$ cat src/rtl/gauss_filter_mc.sv
// gauss_filter_mc: multi-channel 3x3 kernel stage (bypass / Gaussian 1-2-1 / sharpen).
// Three register stages, sync signals delayed to match. The kernel is latched at the
// start of each frame and carried down the pipe alongside each pixel.
module gauss_filter_mc #(
    parameter int DATA_W = 8,
    parameter int CH     = 1,
    parameter int ROUND  = 1,
    parameter int VS_POL = 1
) (
    input  logic                     video_clk,
    input  logic                     rst_n,
    input  logic [1:0]               mode_i,
    input  logic                     matrix_de,
    input  logic                     matrix_vs,
    input  logic                     matrix_hs,
    input  logic [9*CH*DATA_W-1:0]   matrix_in,
    output logic                     filt_vs,
    output logic                     filt_hs,
    output logic                     filt_de,
    output logic [CH*DATA_W-1:0]     filt_data,
    output logic [1:0]               active_mode
);

    localparam logic [1:0] MODE_BYP = 2'd0;
    localparam logic [1:0] MODE_GAU = 2'd1;
    localparam logic [1:0] MODE_SHP = 2'd2;
    localparam logic       VS_ACT   = (VS_POL != 0) ? 1'b1 : 1'b0;
    // Rounding offset added before the divide-by-16 of the Gaussian sum.
    localparam logic [DATA_W+3:0] RND = (ROUND != 0) ? (DATA_W+4)'(8) : (DATA_W+4)'(0);
    localparam logic signed [DATA_W+3:0] PIX_MAX = $signed({4'b0000, {DATA_W{1'b1}}});

    // Frame-start detection and mode selection
    logic        vs_prev_r;
    logic        vs_start_s;
    logic [1:0]  mode_req_s;
    logic [1:0]  mode_in_s;
    logic [1:0]  active_mode_r;

    // Sync delay lines
    logic [2:0]  de_d_r;
    logic [2:0]  vs_d_r;
    logic [2:0]  hs_d_r;

    // Pipeline mode tags
    logic [1:0]  mode1_r;
    logic [1:0]  mode2_r;

    // Per-channel taps and stage-1 partials
    logic [DATA_W-1:0]  tap_s [CH][9];
    logic [DATA_W+3:0]  r1_s  [CH];
    logic [DATA_W+3:0]  r2_s  [CH];
    logic [DATA_W+3:0]  r3_s  [CH];
    logic [DATA_W+2:0]  p_s   [CH];
    logic [DATA_W+1:0]  n_s   [CH];

    logic [DATA_W+3:0]  r1_r  [CH];
    logic [DATA_W+3:0]  r2_r  [CH];
    logic [DATA_W+3:0]  r3_r  [CH];
    logic [DATA_W+2:0]  p_r   [CH];
    logic [DATA_W+1:0]  n_r   [CH];
    logic [DATA_W-1:0]  byp1_r[CH];

    // Stage-2 results
    logic [DATA_W+3:0]         sum_r [CH];
    logic signed [DATA_W+3:0]  s_r   [CH];
    logic [DATA_W-1:0]         byp2_r[CH];

    // Stage-3 result and output register
    logic [CH*DATA_W-1:0] res_s;
    logic [CH*DATA_W-1:0] filt_data_r;

    assign vs_start_s = (matrix_vs == VS_ACT) && (vs_prev_r != VS_ACT);
    assign mode_req_s = (mode_i == 2'd3) ? MODE_BYP : mode_i;
    // A pixel arriving together with the frame start already uses the new kernel.
    assign mode_in_s  = vs_start_s ? mode_req_s : active_mode_r;

    // Frame-start edge tracking and per-frame kernel latch
    always_ff @(posedge video_clk or negedge rst_n) begin
        if (!rst_n) begin
            vs_prev_r     <= 1'b0;
            active_mode_r <= MODE_BYP;
        end else begin
            vs_prev_r <= matrix_vs;
            if (vs_start_s) begin
                active_mode_r <= mode_req_s;
            end
        end
    end

    // Sync shift registers and mode tags travelling with the data
    always_ff @(posedge video_clk or negedge rst_n) begin
        if (!rst_n) begin
            de_d_r  <= 3'b000;
            vs_d_r  <= 3'b000;
            hs_d_r  <= 3'b000;
            mode1_r <= MODE_BYP;
            mode2_r <= MODE_BYP;
        end else begin
            de_d_r  <= {de_d_r[1:0], matrix_de};
            vs_d_r  <= {vs_d_r[1:0], matrix_vs};
            hs_d_r  <= {hs_d_r[1:0], matrix_hs};
            mode1_r <= mode_in_s;
            mode2_r <= mode1_r;
        end
    end

    // Unpack the window and form row partials / sharpen terms
    always_comb begin
        for (int c = 0; c < CH; c++) begin
            for (int k = 0; k < 9; k++) begin
                tap_s[c][k] = matrix_in[(c*9+k)*DATA_W +: DATA_W];
            end
            r1_s[c] = {4'b0000, tap_s[c][0]} + {3'b000, tap_s[c][1], 1'b0} + {4'b0000, tap_s[c][2]};
            r2_s[c] = {3'b000, tap_s[c][3], 1'b0} + {2'b00, tap_s[c][4], 2'b00}
                    + {3'b000, tap_s[c][5], 1'b0};
            r3_s[c] = {4'b0000, tap_s[c][6]} + {3'b000, tap_s[c][7], 1'b0} + {4'b0000, tap_s[c][8]};
            p_s[c]  = {1'b0, tap_s[c][4], 2'b00} + {3'b000, tap_s[c][4]};
            n_s[c]  = {2'b00, tap_s[c][1]} + {2'b00, tap_s[c][3]}
                    + {2'b00, tap_s[c][5]} + {2'b00, tap_s[c][7]};
        end
    end

    // Stage 1: capture partials for valid windows, zero otherwise
    always_ff @(posedge video_clk or negedge rst_n) begin
        if (!rst_n) begin
            for (int c = 0; c < CH; c++) begin
                r1_r[c]   <= '0;
                r2_r[c]   <= '0;
                r3_r[c]   <= '0;
                p_r[c]    <= '0;
                n_r[c]    <= '0;
                byp1_r[c] <= '0;
            end
        end else begin
            for (int c = 0; c < CH; c++) begin
                if (matrix_de) begin
                    r1_r[c]   <= r1_s[c];
                    r2_r[c]   <= r2_s[c];
                    r3_r[c]   <= r3_s[c];
                    p_r[c]    <= p_s[c];
                    n_r[c]    <= n_s[c];
                    byp1_r[c] <= tap_s[c][4];
                end else begin
                    r1_r[c]   <= '0;
                    r2_r[c]   <= '0;
                    r3_r[c]   <= '0;
                    p_r[c]    <= '0;
                    n_r[c]    <= '0;
                    byp1_r[c] <= '0;
                end
            end
        end
    end

    // Stage 2: Gaussian sum and signed sharpen difference
    always_ff @(posedge video_clk or negedge rst_n) begin
        if (!rst_n) begin
            for (int c = 0; c < CH; c++) begin
                sum_r[c]  <= '0;
                s_r[c]    <= '0;
                byp2_r[c] <= '0;
            end
        end else begin
            for (int c = 0; c < CH; c++) begin
                sum_r[c]  <= r1_r[c] + r2_r[c] + r3_r[c];
                s_r[c]    <= $signed({1'b0, p_r[c]}) - $signed({2'b00, n_r[c]});
                byp2_r[c] <= byp1_r[c];
            end
        end
    end

    // Stage 3 combinational: normalise / clamp / pass through per the pixel's mode
    always_comb begin
        res_s = '0;
        for (int c = 0; c < CH; c++) begin
            case (mode2_r)
                MODE_GAU: res_s[c*DATA_W +: DATA_W] = DATA_W'((sum_r[c] + RND) >> 4);
                MODE_SHP: begin
                    if (s_r[c] < $signed((DATA_W+4)'(0))) begin
                        res_s[c*DATA_W +: DATA_W] = '0;
                    end else if (s_r[c] > PIX_MAX) begin
                        res_s[c*DATA_W +: DATA_W] = {DATA_W{1'b1}};
                    end else begin
                        res_s[c*DATA_W +: DATA_W] = s_r[c][DATA_W-1:0];
                    end
                end
                default:  res_s[c*DATA_W +: DATA_W] = byp2_r[c];
            endcase
        end
    end

    // Output register, blanked whenever the delayed de is low
    always_ff @(posedge video_clk or negedge rst_n) begin
        if (!rst_n) begin
            filt_data_r <= '0;
        end else if (de_d_r[1]) begin
            filt_data_r <= res_s;
        end else begin
            filt_data_r <= '0;
        end
    end

    assign filt_data   = filt_data_r;
    assign filt_de     = de_d_r[2];
    assign filt_vs     = vs_d_r[2];
    assign filt_hs     = hs_d_r[2];
    assign active_mode = active_mode_r;

endmodule
$ cat config.mk
export PLATFORM = sky130hd
export DESIGN_NAME = gauss_filter_mc
export DESIGN_NICKNAME = d
export VERILOG_FILES = /design/src/rtl/gauss_filter_mc.sv
export SDC_FILE = /design/constraint.sdc
export NUM_CORES = 1
export LEC_CHECK = 0
export CORE_MARGIN = 3
export CORE_UTILIZATION = 28
export DETAILED_ROUTE_END_ITERATION = 6
export MAX_ROUTING_LAYER = met4
export PLACE_DENSITY = 0.47
export SETUP_SLACK_MARGIN = 0.05
export SLEW_MARGIN = 10
export SYNTH_ARGS = -nofsm -noshare
export SYNTH_HDL_FRONTEND = slang
export SYNTH_SLANG_ARGS = --single-unit
$ cat constraint.sdc
create_clock -name video_clk -period 2.6 [get_ports video_clk]
set_input_delay 0.78 -clock video_clk [delete_from_list [all_inputs] [get_ports video_clk]]
set_output_delay 0.78 -clock video_clk [all_outputs]
set_load 0.005 [all_outputs]
==> metrics.md, run 1 <==
| Metric | Value |
|---|---|
| Initial Utilization | 28.7% |
| DR iter-0 viols | 211 |
| Max_cap viols | 0 |
| Reg clk slew, reported paths | 0.07 ns |
| Post-synth ARST share | 100% |
| GR Util met1 | 17.3% |
| # nets final | 1024 |
| CTS buffer count | 9 |
| Post-cts hold buffer count | 0 |
| Most instantiated cells after synthesis | dfrtp_1, inv_1, ha_1 |
| DRC Markers | 0 |
| Synth Flop Type | dfrtp_1 |
| CP Launch Type | input pin |
| Synth area leader | dfrtp_1 |
| Syn_area_per_cell | 10.7 um2 |
| CTS tree | built |
| Vias in the first global route | 5354 |
| First-pass GRT wire length | 27700 um |
| Setup TNS | -2.38 ns |
| Site Rows | 56 |
| Final wirelength | 16900 um |
| Die Wd | 162 um |
| Final Util | 40.2% |
| Crit Path Class | in -> reg |
| Number of flops mapped to enable cells by yosys | 0 |
| Final Hold Fails | 0 |
| Vias per Instance | 4.34 |
| Largest net degree at the start of global routing | 66 |
| Port Buffer Count | 91 |
| Setup crit end kind | register |
| Busiest grt layer | met2 |
| Final worst path period share | 126% |
| GRT met3 Usage | 1.56% |
| Max Clk Rate | 0.306 GHz |
| Final setup vio count | 9 |
| Core ar. | 23600 um2 |
| Routed Antenna Nets | 0 |
| P&R area growth vs syn | 40.0% |
| Top cells by area, synth | dfrtp_1, fa_1, ha_1 |
| Failing checks | setup timing |
| Placed Area | 8790 um2 |
| Worst-skew pair later-pin latency | 0.36 ns |
| Share of layout cells above drive strength 1 | 24.8% |
| Max Root-Sink Buffers | 2 |
| Sink Count | 107 |
| ANT cells | 0 |
| CTS H-tree depth | 3 |
| Syn. warnings | 0 |
| Mapped Cells | 637 |
| PnR worst setup slack | -0.666 ns |
| Routed WL per cell | 14.7 um |
| Most frequent cell after synthesis | dfrtp_1 |
| Leakage power | 4.41 nW |
| Pre-Repair DR Iteration Count | 4 |
| Setup Skew | 0.0118 ns |
| Mapped Area | 6790 um2 |
| Gr ovfl total | 0 |
| Layout Cell Area excl Fill | 9500 um2 |
| Worst Path Max Fanout | 2 |
| Synth unique cells | 49 |
| GRT Total Usage | 13.9% |
| RSZ-0062 raised after global routing | true |
| Worst slew pin tran | 0.403 ns |
| Clock tree root buffer cell | clkbuf_16 |
| Antenna violations before repair | 0 |
| PD cells | 721 nW/um2 |
| GP Congestion | 0.802 |
| IO Pins | 92 |
| Tmin final | 3.27 ns |
| Seq/Total Area, Yosys | 39.5% |
| Worst EP arrival | 3.53 ns |
| Die ar. | 26100 um2 |
| Dpl hpwl | 13600 um |
| Die Ht | 162 um |
| VDD IR-drop max | 0.000337 V |
| Fill cells | 2317 |
| Syn Nets | 831 |
| Max-slew violation count | 0 |
| Share of the synthesized area in the top cell type | 39.5% |
| Via count | 5001 |
| Critical path data required time | 2.86 ns |
| Min-delay worst type | reg -> reg |
| Rel. slew slack | 72.8% |
| Status | complete, but fails checks |
| Grt met2 use | 24.1% |
| Synth Register Bits | 107 |
sequential cells by signal, indices dropped and copies added, names as in the netlist:
signal	count
n_r	10
hs_d_r	3
p_r	9
de_d_r	3
r1_r	10
sum_r	9
r2_r	10
byp2_r	8
s_r	12
mode1_r	2
byp1_r	8
mode2_r	2
r3_r	10
vs_d_r	3
filt_data	8
report_power, final:
part	internal, mW	total, mW	switching, mW
Combinational	1.64	3.25	1.61
Clock	0.754	1.40	0.644
Sequential	2.03	2.20	0.173
layout make-up:
type / count / area, um2 / share of cell area [%]
Sequential cell: 107 / 2680 / 28.2
Clock buffer: 9 / 225 / 2.37
Inverter: 80 / 310 / 3.27
Tap cell: 319 / 399 / 4.20
Timing Repair Buffer: 192 / 1700 / 17.9
Multi-Input combinational cell: 440 / 4120 / 43.4
Clock inverter: 6 / 72.6 / 0.764
per-layer routing:
metal | wire length [um] | vias to the layer above
met5 | 0 | -
met4 | 225 | 0
met2 | 8610 | 67
li1 | - | 2498
met1 | 7680 | 2422
met3 | 411 | 14
cells in the final DEF (no fill, tap or decap), types with 19 or more instances in the layout:
cell	Yosys	routed
o21ai_0	42	32
and2_1	21	21
fa_1	51	42
xnor2_1	25	23
a21oi_1	38	24
buf_4	0	93
nand2_1	22	19
nor2_1	60	58
clkdlybuf4s50_1	0	47
dlygate4sd2_1	0	24
inv_1	79	69
ha_1	64	51
dfrtp_1	107	107
stage by stage:
step                power, mW  setup WS [ns]  hold slack [ns]  instances
CTS                      6.77         -0.699            0.352       1145
finish                   6.85         -0.666            0.351       1153
floorplan                4.09         -0.732            0.331        637
global placement         5.11          -1.49            0.335       1123
detailed placement       5.15          -1.51            0.336       1123
global route             7.42         -0.756            0.365       1153
timing repair:
item / 4_1_cts / 5_1_grt
setup buffers: 7 / 9
setup endpoints to repair: 30 / 26
pin swaps: 55 / 42
gates resized for setup: 130 / 38
endpoints found under the hold margin: 0 / 0
worst max-delay path, stage by stage:
cell and delay (ns):
buf_8 0.08, inv_4 0.03, fa_1 0.49, fa_1 0.54
inv_1 0.05, ha_2 0.20, fa_2 0.37, a21o_1 0.17
a21oi_2 0.17, nor2b_2 0.07, or3_1 0.36, a221oi_2 0.22
logic make-up (layout without fill, tap and decap cells):
kind of cell / Yosys count / after routing / synth area share (%)
AO/OA/AOI/OAI: 136 / 136 / 12.8
XOR/XNOR: 38 / 38 / 4.91
adder cells (fa/ha/maj): 115 / 115 / 26.8
buffers and inverters: 90 / 287 / 5.00
flip-flops: 107 / 107 / 39.5
multiplexers: 4 / 4 / 0.590
AND/OR/NAND/NOR: 147 / 147 / 10.4
worst paths after layout:
| kind | from | end | slack, ns | cells after the start |
|---|---|---|---|---|
| worst max-delay path | matrix_in[25] | n_r[7] | -0.67 | 12 |
| worst min-delay path | vs_d_r[1] | vs_d_r[2] | 0.35 | 0 |
| worst max register to register | r1_r[2] | sum_r[10] | 0.28 | 9 |
| worst min register to register | vs_d_r[1] | vs_d_r[2] | 0.35 | 0 |
| max in group asynchronous | rst_n | p_r[5] | 1.85 | 2 |
| min in group asynchronous | rst_n | r1_r[7] | 0.40 | 2 |
Power figures use the tool's default switching activity.
==> run 2, diff against run 1 <==
- DONT_BUFFER_PORTS: default -> 1
- PLACE_DENSITY: 0.47 -> 0.38
- SLEW_MARGIN: 10 -> default
==> run 2 against run 1 <==
Net effect:
- the flow still finishes with violations (setup timing)
- utilization down 7.6 points
- die area unchanged
- clock-buffer cell count unchanged
- critical path type unchanged
- largest power group unchanged
==> metrics.md, run 2 (synthesis results as in run 1) <==
| Metric | Value |
|---|---|
| Sw Pwr | 2.19 mW |
| Leakage power | 3.55 nW |
| Core ar. | 23600 um2 |
| CTS buffer count | 9 |
| Largest net degree at the start of global routing | 108 |
| # nets final | 856 |
| Clock tree root buffer cell | clkbuf_16 |
| First-pass GRT wire length | 25400 um |
| Die Wd | 162 um |
| Site Rows | 56 |
| GP Congestion | 0.757 |
| Clock Power Share | 21.8% |
| Post-route insts no fill | 986 |
| Critical path data required time | 2.87 ns |
| Int Pwr | 3.91 mW |
| Final setup vio count | 6 |
| Final Util | 32.6% |
| Vias per Instance | 4.40 |
| Comb power frac | 41.9% |
| Critical R2R Launch | r1_r[2] |
| Share of layout cells above drive strength 1 | 10.5% |
| Sequential power share | 36.3% |
| Port Buffer Count | 0 |
| Switching Share | 35.9% |
| Max FFs per register | 12 |
| Tmin final | 3.02 ns |
| Status | complete, but fails checks |
| P&R area growth vs syn | 13.5% |
| Worst-skew pair later-pin latency | 0.36 ns |
| PD cells | 792 nW/um2 |
| Worst hold slack | 0.114 ns |
| Post-CTS Setup Bufs | 0 |
| Worst Path Max Fanout | 2 |
| Via count | 4339 |
| Final worst path period share | 116% |
| Commonest non-fill, non-tap cell in the layout | dfrtp_1 |
| Vias in the first global route | 4638 |
| Antenna violations before repair | 0 |
| ANT cells | 0 |
| Max Clk Rate | 0.331 GHz |
| Max-slew violation count | 0 |
| Seq. cell area | 2680 um2 |
| PnR worst setup slack | -0.424 ns |
| CTS H-tree depth | 3 |
| Setup crit end kind | register |
| IO Pins | 92 |
| Area of the multi-input gates | 3840 um2 |
| Worst slew pin tran | 0.430 ns |
| Post-cts hold buffer count | 0 |
| Reg clk slew, reported paths | 0.08 ns |
| Worst EP arrival | 3.29 ns |
| Most frequent cells in the layout | dfrtp_1, inv_1, nor2_1, ha_1, fa_1 |
| Max Root-Sink Buffers | 2 |
| Failing checks | setup timing |
| Routed Antenna Nets | 0 |
| Placed Area | 7380 um2 |
| Die ar. | 26100 um2 |
| Setup Skew | 0.00774 ns |
| Crit Path Class | in -> reg |
| DRC Markers | 0 |
| Final wirelength | 15800 um |
| GRT Total Usage | 13.0% |
| CP Launch Type | input pin |
| CTS tree | built |
| DR iter-0 viols | 175 |
| RSZ-0062 raised after global routing | true |
| Layout Cell Area excl Fill | 7700 um2 |
| Crit path launch | matrix_in[41] |
| Routed WL per cell | 16.0 um |
| VDD IR-drop max | 0.000314 V |
| Min-delay worst type | in -> async |
| Placed Instances | 970 |
| Dpl hpwl | 12800 um |
| Final Hold Fails | 0 |
| Initial Utilization | 28.7% |
| Gr ovfl total | 0 |
| Pre-CTS WS | -0.837 ns |
| Die Ht | 162 um |
| Largest register by flop count | s_r |
| Sink Count | 107 |
| Pre-Repair DR Iteration Count | 4 |
| Rel. slew slack | 71.3% |
| Max_cap viols | 0 |
| Fill cells | 2445 |
run 2: cell types whose count changed in the layout (fill, tap and decap cells not counted), sizes merged:
cell,before,now
buf,113,24
clkdlybuf4s50,47,0
dlygate4sd2,24,0
clkdlybuf4s15,5,0
clkinvlp,1,3
dlymetal6s2s,2,0
bufinv,1,0
clkbuf,10,9
run 2: timing repair:
action,4_1_cts,5_1_grt
cloned,0,0
setup endpoints to repair,6,7
gates resized for setup,5,3
pin swaps,4,2
run 2: critical path: stages:
cell      delay, ns
inv_8          0.01
fa_1           0.48
fa_1           0.51
inv_1          0.04
ha_2           0.19
fa_2           0.36
a21o_1         0.18
a21oi_2        0.14
nor2b_2        0.06
or3_1          0.31
a221oi_2       0.22
run 2: layer usage:
layer / routed length (um) / vias up / global-route usage (%)
met4: 242 / 0 / 3.84
met1: 7380 / 2046 / 16.6
met2: 7290 / 100 / 20.4
met5: 0 / - / -
li1: - / 2173 / -
met3: 911 / 20 / 3.67
run 2: power by group through the flow:
| stage | Sequential (mW) | Clock [mW] | Combinational, mW |
|---|---|---|---|
| global route | 2.26 | 1.46 | 2.91 |
| global placement | 2.25 | 0 | 2.53 |
| floorplan | 2.19 | 0 | 1.90 |
| detailed placement | 2.26 | 0 | 2.52 |
| finish | 2.22 | 1.33 | 2.55 |
| CTS | 2.23 | 1.39 | 2.57 |
run 2: through the flow:
step / total power, mW / setup TNS [ns]
finish: 6.10 / -1.29
detailed placement: 4.78 / -5.18
floorplan: 4.09 / -2.41
global placement: 4.78 / -5.12
global route: 6.64 / -2.01
CTS: 6.19 / -1.37
run 2: area by class of cell:
type                       instances  share of cell area (%)
multi-input combinational        440                    49.9
sequential                       107                    34.8
tap                              319                    5.18
inverter                          80                    4.05
clock buffer                       9                    2.93
timing repair buffer              24                    2.34
clock inverter                     7                   0.780
run 2: final timing paths:
check                               end  depth (start not counted)  slack, ns
hold / removal                vs_d_r[2]                          0       0.11
max in group asynchronous  filt_data[7]                          0       2.31
hold reg to reg               hs_d_r[2]                          0       0.35
setup / recovery                 n_r[7]                         11      -0.42
setup reg to reg               sum_r[7]                          9       0.22
min in group video_clk        hs_d_r[2]                          0       0.35
==> run 3, diff against run 2 <==
- CORE_UTILIZATION: 28 -> 59
- PLACE_DENSITY: 0.38 -> 0.83
==> run 3 against run 2 <==
Net effect:
- the run still ends with setup timing left
- routed wire length decreased by 8.3%
- power increased by 4.3%
- critical endpoint unchanged
- flip-flop and latch count unchanged
- utilization increased by 36 points
- die area decreased by 51%
==> metrics.md, run 3 (synthesis results as in run 1) <==
| Metric | Value |
|---|---|
| ANT cells | 0 |
| GP Congestion | 0.901 |
| Vias per Instance | 5.76 |
| Antenna violations before repair | 0 |
| Routed WL per cell | 18.1 um |
| Final worst path period share | 119% |
| Pre-Repair DR Iteration Count | 4 |
| Core ar. | 11000 um2 |
| Port Buffer Count | 0 |
| Vias in the first global route | 5161 |
| Tmin final | 3.09 ns |
| Final Util | 68.7% |
| Final setup vio count | 4 |
| Largest net degree at the start of global routing | 108 |
| Max FFs per register | 12 |
| Worst-skew pair later-pin latency | 0.35 ns |
| Rel. slew slack | 71.5% |
| Max Root-Sink Buffers | 2 |
| Largest register by flop count | s_r |
| Failing checks | setup timing |
| Worst slew pin tran | 0.422 ns |
| Routed Antenna Nets | 0 |
| DRC Markers | 0 |
| Sequential power share | 34.8% |
| Worst EP arrival | 3.34 ns |
| Final wirelength | 14500 um |
| Commonest non-fill, non-tap cell in the layout | dfrtp_1 |
| Max Clk Rate | 0.323 GHz |
| Max_cap viols | 0 |
| Comb power frac | 42.4% |
| Status | complete, but fails checks |
| Setup Skew | 0.00841 ns |
| Site Rows | 38 |
| Final Hold Fails | 0 |
| Layout Cell Area excl Fill | 7580 um2 |
| VDD IR-drop max | 0.000433 V |
| Worst Path Buf+Inv | 2 |
| CTS H-tree depth | 3 |
| Clock Power Share | 22.8% |
| Reg clk slew, reported paths | 0.08 ns |
| Initial Utilization | 61.5% |
| Via count | 4606 |
| Leakage power | 3.58 nW |
| P&R area growth vs syn | 11.7% |
| Pre-CTS WS | -0.861 ns |
| IO Pins | 92 |
| CP Launch Type | input pin |
| Post-cts hold buffer count | 0 |
| GRT Total Usage | 25.1% |
| Worst Path Max Fanout | 2 |
| # nets final | 849 |
| Dpl hpwl | 10800 um |
| CTS buffer count | 9 |
| Post-route insts no fill | 800 |
| PnR worst setup slack | -0.492 ns |
| Placed Area | 7100 um2 |
| Sink Count | 107 |
| Gr ovfl total | 0 |
| CP top delay family | adder cells |
| CTS tree | built |
| RSZ-0062 raised after global routing | true |
| Int Pwr | 4.04 mW |
| Most frequent cells in the layout | dfrtp_1, inv_1, nor2_1, ha_1, fa_1 |
| Max-slew violation count | 0 |
| Share of layout cells above drive strength 1 | 11.2% |
| Switching Share | 36.6% |
| PD cells | 840 nW/um2 |
| Fill cells | 772 |
| Die ar. | 12800 um2 |
| Placed Instances | 783 |
| Min-delay worst type | in -> async |
| Critical path data required time | 2.85 ns |
| Clock tree root buffer cell | clkbuf_16 |
| CP max stage cell | fa_1 |
| Cells along the critical path | inv_8, fa_2, fa_1, inv_2, ha_4, fa_2, a21o_1, a21oi_2, nor2b_2, or3_1, a221oi_2 |
| Die Ht | 113 um |
| Setup crit end kind | register |
| First-pass GRT wire length | 24500 um |
| DR iter-0 viols | 242 |
| Most common cell on crit path | fa_2 |
| Crit Path Class | in -> reg |
| Die Wd | 113 um |
| Sw Pwr | 2.33 mW |
| Slowest stage delay, CP | 0.53 ns |
## run 3: cell types whose count changed in the layout (fill, tap and decap cells not counted), moves of 2 or more
cell,previous run,this run
o21ai_0,38,36
inv_1,74,71
ha_1,60,58
clkinv_4,0,2
ha_4,0,3
o21ai_1,5,7
clkinvlp_4,3,0
clkinv_8,0,3
buf_4,24,16
## run 3: worst paths after layout
path / startpoint / end / slack, ns / cells after the start
max in group asynchronous: rst_n / filt_data[0] / 2.33 / 0
min: rst_n / hs_d_r[2] / 0.12 / 0
max reg2reg: r1_r[2] / sum_r[9] / 0.12 / 9
max: matrix_in[41] / n_r[7] / -0.49 / 11
min reg2reg: de_d_r[0] / de_d_r[1] / 0.35 / 0
min in group video_clk: de_d_r[0] / de_d_r[1] / 0.35 / 0
## run 3: metal layers
layer  GRT usage [%]  wire length [um]
met1            28.4              5690
met2            42.9              7520
met3            7.17               905
met4            8.17               390
met5               -                 0
## run 3: what timing repair did
action,4_1_cts,5_1_grt
setup buffers,3,1
setup endpoints to repair,6,11
endpoints found under the hold margin,0,0
resized for setup,24,14
pin swaps,14,15
## run 3: worst reg2reg max path, delay by kind of cell (launching register included)
| family | cells | cell delay (ns) |
|---|---|---|
| buffers and inverters | 2 | 0.09 |
| adder cells (fa/ha/maj) | 2 | 0.85 |
| AO/OA/AOI/OAI | 4 | 0.90 |
| XOR/XNOR | 1 | 0.19 |
| flip-flops | 1 | 0.33 |
## run 3: layout make-up
type / count / area [um2] / area share, %
repair buffers: 17 / 131 / 1.73
clock buffers: 9 / 225 / 2.97
multi-input cells: 440 / 3930 / 51.9
clock inverters: 7 / 108 / 1.42
well taps: 140 / 175 / 2.31
inverters: 80 / 328 / 4.33
flip-flops and latches: 107 / 2680 / 35.3
## run 3: power groups by stage
| stage | Combinational (mW) | Sequential [mW] | Clock, mW |
|---|---|---|---|
| 2_1_floorplan | 1.90 | 2.19 | 0 |
| 3_3_place_gp | 2.33 | 2.23 | 0 |
| 3_5_place_dp | 2.45 | 2.25 | 0 |
| 4_1_cts | 2.61 | 2.21 | 1.47 |
| 5_1_grt | 2.99 | 2.25 | 1.55 |
| 6_report | 2.70 | 2.21 | 1.45 |
## run 3: per-stage QoR
step,TNS (ns),power (mW),hold slack (ns)
after floorplan,-2.41,4.09,0.331
after global placement,-3.95,4.56,0.334
after detailed placement,-4.35,4.70,0.336
after CTS,-1.20,6.30,0.109
after global routing,-1.26,6.79,0.0934
final,-0.972,6.36,0.115
